`src/rtl/alu_op_sequencer.sv`:
```
// Operand/opcode sequencer for the ALU datapath: loads A, B and opcode from a shared
// bus on load edges, runs the datapath for LAT cycles, then captures and holds the result.
module alu_op_sequencer #(
   parameter int unsigned WIDTH   = 6,
   parameter int unsigned OPW     = 3,
   parameter int unsigned NUM_OPS = 5,
   parameter int unsigned LAT     = 1
) (
   input  logic             clk,
   input  logic             rst,
   input  logic [WIDTH-1:0] data_in,
   input  logic             load,
   input  logic [WIDTH-1:0] alu_y,
   output logic [WIDTH-1:0] op_a,
   output logic [WIDTH-1:0] op_b,
   output logic [OPW-1:0]   op_sel,
   output logic             op_valid,
   output logic [WIDTH-1:0] result,
   output logic             result_valid,
   output logic             err,
   output logic [2:0]       state
);

   localparam int unsigned CntW = (LAT > 1) ? $clog2(LAT) : 1;
   localparam logic [CntW-1:0] CntInit = CntW'(LAT - 1);

   typedef enum logic [2:0] {
      StA    = 3'd0,
      StB    = 3'd1,
      StOp   = 3'd2,
      StExec = 3'd3,
      StDone = 3'd4
   } state_e;

   state_e           state_q, state_d;
   logic             load_q;
   logic             ld;
   logic             op_legal;
   logic [WIDTH-1:0] op_a_q, op_a_d;
   logic [WIDTH-1:0] op_b_q, op_b_d;
   logic [OPW-1:0]   op_sel_q, op_sel_d;
   logic [WIDTH-1:0] result_q, result_d;
   logic             result_valid_q, result_valid_d;
   logic             err_q, err_d;
   logic [CntW-1:0]  cnt_q, cnt_d;

   assign ld       = load & ~load_q;
   assign op_legal = 32'(data_in[OPW-1:0]) < NUM_OPS;

   always_ff @(posedge clk or posedge rst) begin
      if (rst) begin
         state_q        <= StA;
         load_q         <= 1'b0;
         op_a_q         <= '0;
         op_b_q         <= '0;
         op_sel_q       <= '0;
         result_q       <= '0;
         result_valid_q <= 1'b0;
         err_q          <= 1'b0;
         cnt_q          <= '0;
      end else begin
         state_q        <= state_d;
         load_q         <= load;
         op_a_q         <= op_a_d;
         op_b_q         <= op_b_d;
         op_sel_q       <= op_sel_d;
         result_q       <= result_d;
         result_valid_q <= result_valid_d;
         err_q          <= err_d;
         cnt_q          <= cnt_d;
      end
   end

   always_comb begin
      state_d        = state_q;
      op_a_d         = op_a_q;
      op_b_d         = op_b_q;
      op_sel_d       = op_sel_q;
      result_d       = result_q;
      result_valid_d = result_valid_q;
      err_d          = err_q;
      cnt_d          = cnt_q;
      case (state_q)
         StA: begin
            if (ld) begin
               op_a_d  = data_in;
               state_d = StB;
            end
         end
         StB: begin
            if (ld) begin
               op_b_d  = data_in;
               state_d = StOp;
            end
         end
         StOp: begin
            if (ld) begin
               op_sel_d = data_in[OPW-1:0];
               if (op_legal) begin
                  cnt_d   = CntInit;
                  state_d = StExec;
               end else begin
                  // Illegal opcode skips the datapath entirely.
                  err_d    = 1'b1;
                  result_d = '0;
                  state_d  = StDone;
               end
            end
         end
         StExec: begin
            if (cnt_q != '0) begin
               cnt_d = cnt_q - CntW'(1);
            end else begin
               result_d       = alu_y;
               result_valid_d = 1'b1;
               state_d        = StDone;
            end
         end
         StDone: begin
            if (ld) begin
               result_valid_d = 1'b0;
               err_d          = 1'b0;
               state_d        = StA;
            end
         end
         default: begin
            result_valid_d = 1'b0;
            err_d          = 1'b0;
            state_d        = StA;
         end
      endcase
   end

   assign op_a         = op_a_q;
   assign op_b         = op_b_q;
   assign op_sel       = op_sel_q;
   assign op_valid     = (state_q == StExec);
   assign result       = result_q;
   assign result_valid = result_valid_q;
   assign err          = err_q;
   assign state        = state_q;

endmodule

```
`config.mk`:
```
export PLATFORM = sky130hd
export DESIGN_NAME = alu_op_sequencer
export DESIGN_NICKNAME = d
export VERILOG_FILES = /design/src/rtl/alu_op_sequencer.sv
export SDC_FILE = /design/constraint.sdc
export NUM_CORES = 1
export LEC_CHECK = 0
export ABC_AREA = 0
export ABC_CLOCK_PERIOD_IN_PS = 4610
export CAP_MARGIN = 20
export CORE_ASPECT_RATIO = 1.5
export CORE_MARGIN = 4
export CORE_UTILIZATION = 34
export DETAILED_ROUTE_END_ITERATION = 10
export PLACE_DENSITY = 0.63
export SYNTH_ARGS = -nofsm -noshare
export SYNTH_HDL_FRONTEND = slang
export SYNTH_SLANG_ARGS = --single-unit
```
`constraint.sdc`:
```
create_clock -name clk -period 4.61 [get_ports clk]
set_clock_uncertainty 0.1 [all_clocks]
set_input_delay 0.922 -clock clk [delete_from_list [all_inputs] [get_ports clk]]
set_output_delay 0.922 -clock clk [all_outputs]
set_load 0.02 [all_outputs]
```
== Word-level counts from Yosys, hierarchy flattened ==
Cells that the tools add are included.
W data, S select, Z words.

* Bits in latches: 0
* Bits in registers: 28
* Memories kept: 0
* Word-level logic and storage cells: 59
* Bits in read-only memories: 0
* Bits in writable memories: 0
* Output and inout bits: 27

* Multiplexer cells: 21
* $mul: 0
* Div/mod/pow operators: 0
* Bitwise logic cells: 4
* Add/sub/neg operators: 1
* Equal/unequal tests: 11
* Reduce and logical (&&, ||, !) cells: 12
* Order comparisons: 1
* Shift-type cells: 0

{| class="wikitable"
|+ Operator list
! kind !! number
|-
| $mux W3 || 6
|-
| $mux W6 || 3
|-
| $pmux W3 S5 || 1
|-
| $ne A2 B2 Y1 const B || 7
|-
| $pmux W6 S2 || 1
|-
| $reduce_and A4 Y1 || 2
|-
| $mux W1 || 7
|-
| $eq A3 B2 Y1 const B || 2
|-
| $pmux W1 S3 || 2
|-
| $reduce_and A2 Y1 || 3
|-
| $reduce_and A3 Y1 || 2
|-
| $reduce_or A3 Y1 || 2
|-
| $reduce_and A5 Y1 || 1
|-
| $eq A3 B1 Y1 const B || 1
|-
| $eq A3 B3 Y1 const B || 1
|-
| $logic_not A3 Y1 || 1
|-
| $lt A3 B3 Y1 const B || 1
|-
| $not A1 Y1 || 3
|-
| $pmux W1 S2 || 1
|-
| $reduce_bool A2 Y1 || 1
|-
| $and A1 B1 Y1 || 1
|-
| $sub A1 B1 Y1 const B || 1
|}

== Depth between registers and ports, before layout ==
* Depth after elaboration: 4
* Depth in mapped cells: 4
* Depth with buffers taken out: 3

== Least setup slack after synthesis ==
OpenSTA, ideal clock, no wires.

* Path type: input -> register
* From: input port load
* To: register op_b_q[0] (netlist: op_b[0])
* Stages: 4
* Path buffers: 1
* Library setup time: 125 ps
* Arrival time: 1870 ps
* Setup slack: 2514 ps
* Cell sequence: nand2b_1 -> or4_4 -> buf_6 -> mux2_4

* Cells in the longest elaborated chain, start to end: 2

{| class="wikitable"
|+ Ends and longest elaborated chain
! what !! RTL line !! text
|-
| from (decl) || 12 || <nowiki>input logic load,</nowiki>
|-
| $and A1 B1 Y1 || 47 || <nowiki>assign ld = load & ~load_q;</nowiki>
|-
| $reduce_and A2 Y1 (no source line) || - ||
|-
| to (signal assigned) || 65 || <nowiki>op_b_q <= op_b_d;</nowiki>
|-
| to (decl) || 40 || <nowiki>logic [WIDTH-1:0] op_b_q, op_b_d;</nowiki>
|}

Every way passes these cells.
A chain may end at the register's enable or synchronous reset.

== Final worst setup path ==
* From: register state_q[2] (netlist: state[2])
* To: output port op_valid

* Cells in the longest elaborated chain, start to end: 1

{| class="wikitable"
|+ Ends and longest elaborated chain
! what !! RTL line !! text
|-
| from (decl) || 35 || <nowiki>state_e state_q, state_d;</nowiki>
|-
| from (signal assigned) || 52 || <nowiki>state_q <= StA;</nowiki>
|-
| from (signal assigned) || 62 || <nowiki>state_q <= state_d;</nowiki>
|-
| $eq A3 B2 Y1 || 137 || <nowiki>assign op_valid = (state_q == StExec);</nowiki>
|-
| to (decl) || 17 || <nowiki>output logic op_valid,</nowiki>
|}

Every way passes these cells.

==> results.toml <==
[yosys]
async_flop_share_pct = 100
synth.distinct_cells = 25
synth_cells = 95
synth-seq-cells = 27
synth_area_leader_cell = "dfrtp_1"
syn_area_per_cell_um2 = 12.5
syn_nets = 110
synth-main-ff-cell = "dfrtp_1"
ys_top_cells_by_count = "dfrtp_1 (27), nand3_1 (19), mux2_2 (9), a22oi_1 (6), mux2_4 (6)"
yosysMostFrequentCell = "dfrtp_1"
synthTopCellsByArea = "dfrtp_1 (57%), mux2_2 (8.6%), nand3_1 (8.0%), mux2_4 (7.6%), a22oi_1 (3.8%)"
synth_area_um2 = 1180
yosysWarnings = 0
synth_edf_count = 0
yosys.area.top_type_share_pct = 57.0
ys_seq_area_share_pct = 57.0

[worst_setup_path]
cp.arrival_ps = 1810
path_buf_inv = 1
cp_max_fo = 9
worstSetupEndpointType = "output port"
crit_path_start_kind = "flop"
path_cells = "and3b_1 -> clkdlybuf4s50_1"
slowest_stage = "clkdlybuf4s50_1"
reg2reg_from = "load_q"
worstSetupPathType = "reg2out"
max_stage_delay_ps = 660
crit_required_ps = 3590
startpoint = "state[2]"
critPathTopFamily = "buffers and inverters"

[worst_hold_path]
hp-start = "err"
min_path_type = "reg2reg"

[die]
io_pins = 42
chipHeight_um = 80.3
start_util_pct = 35.0
core_area_um2 = 3380
fp-row-count = 26
die_area_um2 = 4510
die_width_um = 56.2

[place]
detailed_place.area_um2 = 1620
place_congestion = 0.765
pre_cts_ws_ps = 1710
place_hpwl_mm = 1.94
io_buffers = 41

[sta]
rsz0062_at_grt = "no"
finalCritPeriodShare_pct = 61.5
finalHoldViolCount = 0
max_freq_mhz = 353
worst_slack_ps = 1770
slew_headroom_pct = 52.3
slew_viol_final = 0
tns_ps = 0
setup_viol = 0
worst_pin_slew_ps = 711
finalCriticalPeriod_ps = 2840

[route]
via_per_inst = 5.15
drtPass1Iterations = 4
drtIter0Drc = 18
final_antenna_net_count = 0
drc = 0
wl_mm = 2.58
wl_per_cell_um = 14.5
vias = 911

[clocking]
clock_sinks = 27
cts_resized = 0
clkLatencyLatePin_ps = 270
cts_tree = "done"
h-tree-depth = 1
post_cts_buffers = 0
numCtsBuffers = 3
cts_buffer_depth = 2
cts.reportedPaths.clkPinSlew_ps = 90
clockRootBuffer = "clkbuf_8"
cts_hold_buffers = 0

[finish]
utilization_pct = 49.6
stdcell_area_um2 = 1680
final_nets = 151
area_growth_pct = 41.5
drive_gt1_share_pct = 17.0
num_antenna_cells = 0

[global_routing]
grt_max_degree = 28
grt-ovfl-total = 0
grt_pass1_wl_mm = 4.31
grt_pass1_vias = 925
grt_antenna_before_repair = 0
groute.usage.overall_pct = 12.0

[job]
cap_violations = 0

[power_and_ir_drop]
p_per_area_nw_per_um2 = 739
ir_drop_mv = 0.341
total_leakage_power_nw = 0.724

[run_status]
status = "complete, no violations"
report_power, final:
group | internal [mW] | leakage (nW) | switching (mW)
sequential | 0.350 | 0.311 | 0.0955
clock | 0.0619 | 0.0228 | 0.0698
combinational | 0.356 | 0.390 | 0.306
total | 0.768 | 0.724 | 0.471
cell usage in the layout (no fill, tap or decap):
master | Yosys | final
a21bo_2 | 2 | 2
nor2_1 | 1 | 1
nand2b_1 | 2 | 2
buf_8 | 0 | 1
nand3_1 | 19 | 19
or4_4 | 1 | 1
and3b_1 | 1 | 1
or3_1 | 2 | 2
mux2_4 | 6 | 6
clkbuf_1 | 4 | 1
nor4_1 | 1 | 1
o21a_1 | 1 | 1
o21ai_1 | 1 | 1
a22oi_1 | 6 | 6
o211ai_1 | 1 | 1
o21ai_0 | 1 | 1
and3_1 | 1 | 1
a21oi_1 | 2 | 2
inv_1 | 1 | 1
or4_1 | 1 | 1
clkbuf_8 | 0 | 3
inv_2 | 1 | 1
dfrtp_1 | 27 | 27
a21o_1 | 2 | 2
clkdlybuf4s50_1 | 0 | 41
mux2_2 | 9 | 9
final cells by class:
type / instances / area (um^2)
multi-input combinational: 60 / 470
fill: 318 / 1710
tap: 42 / 52.6
inverter: 2 / 7.51
clock buffer: 4 / 45.0
timing repair buffer: 42 / 425
sequential: 27 / 676
stage by stage:
stage                     power [mW]  hold WS (ps)  cells
final                           1.24           389    177
after global routing            1.32           423    177
after CTS                       1.25           395    176
after detailed placement        1.12           370    172
after global placement          1.10           363    172
after floorplan                0.826           495     95
flip-flops by register name, indices dropped and copies added, names as in the netlist:
| signal | cells |
|---|---|
| op_sel | 3 |
| err | 1 |
| result_valid | 1 |
| result | 6 |
| op_a | 6 |
| state | 3 |
| op_b | 6 |
| load_q | 1 |
per-layer routing:
metal | track usage (%) | up-vias | share of wire [%]
met5 | 0 | - | 0
met2 | 20.1 | 38 | 50
met3 | 2.25 | 5 | 6.2
li1 | - | 430 | -
met4 | 5.46 | 0 | 1.6
met1 | 14.9 | 438 | 43
kinds of logic after synthesis:
logic type	Yosys count	synth area share, %
simple gates	29	13.8
flops	27	57.0
mux	15	16.2
buf+inv	8	3.27
compound gates	16	9.71
worst paths after layout:
| kind | to | slack, ps | cells past startpoint |
|---|---|---|---|
| setup reg to reg | op_a[3] | 2700 | 3 |
| hold / removal | err | 390 | 1 |
| hold reg to reg | err | 390 | 1 |
| min in group asynchronous | load_q | 890 | 2 |
| max in group asynchronous | op_b[0] | 3040 | 3 |
| setup / recovery | op_valid | 1770 | 2 |
Power figures use the tool's default switching activity.
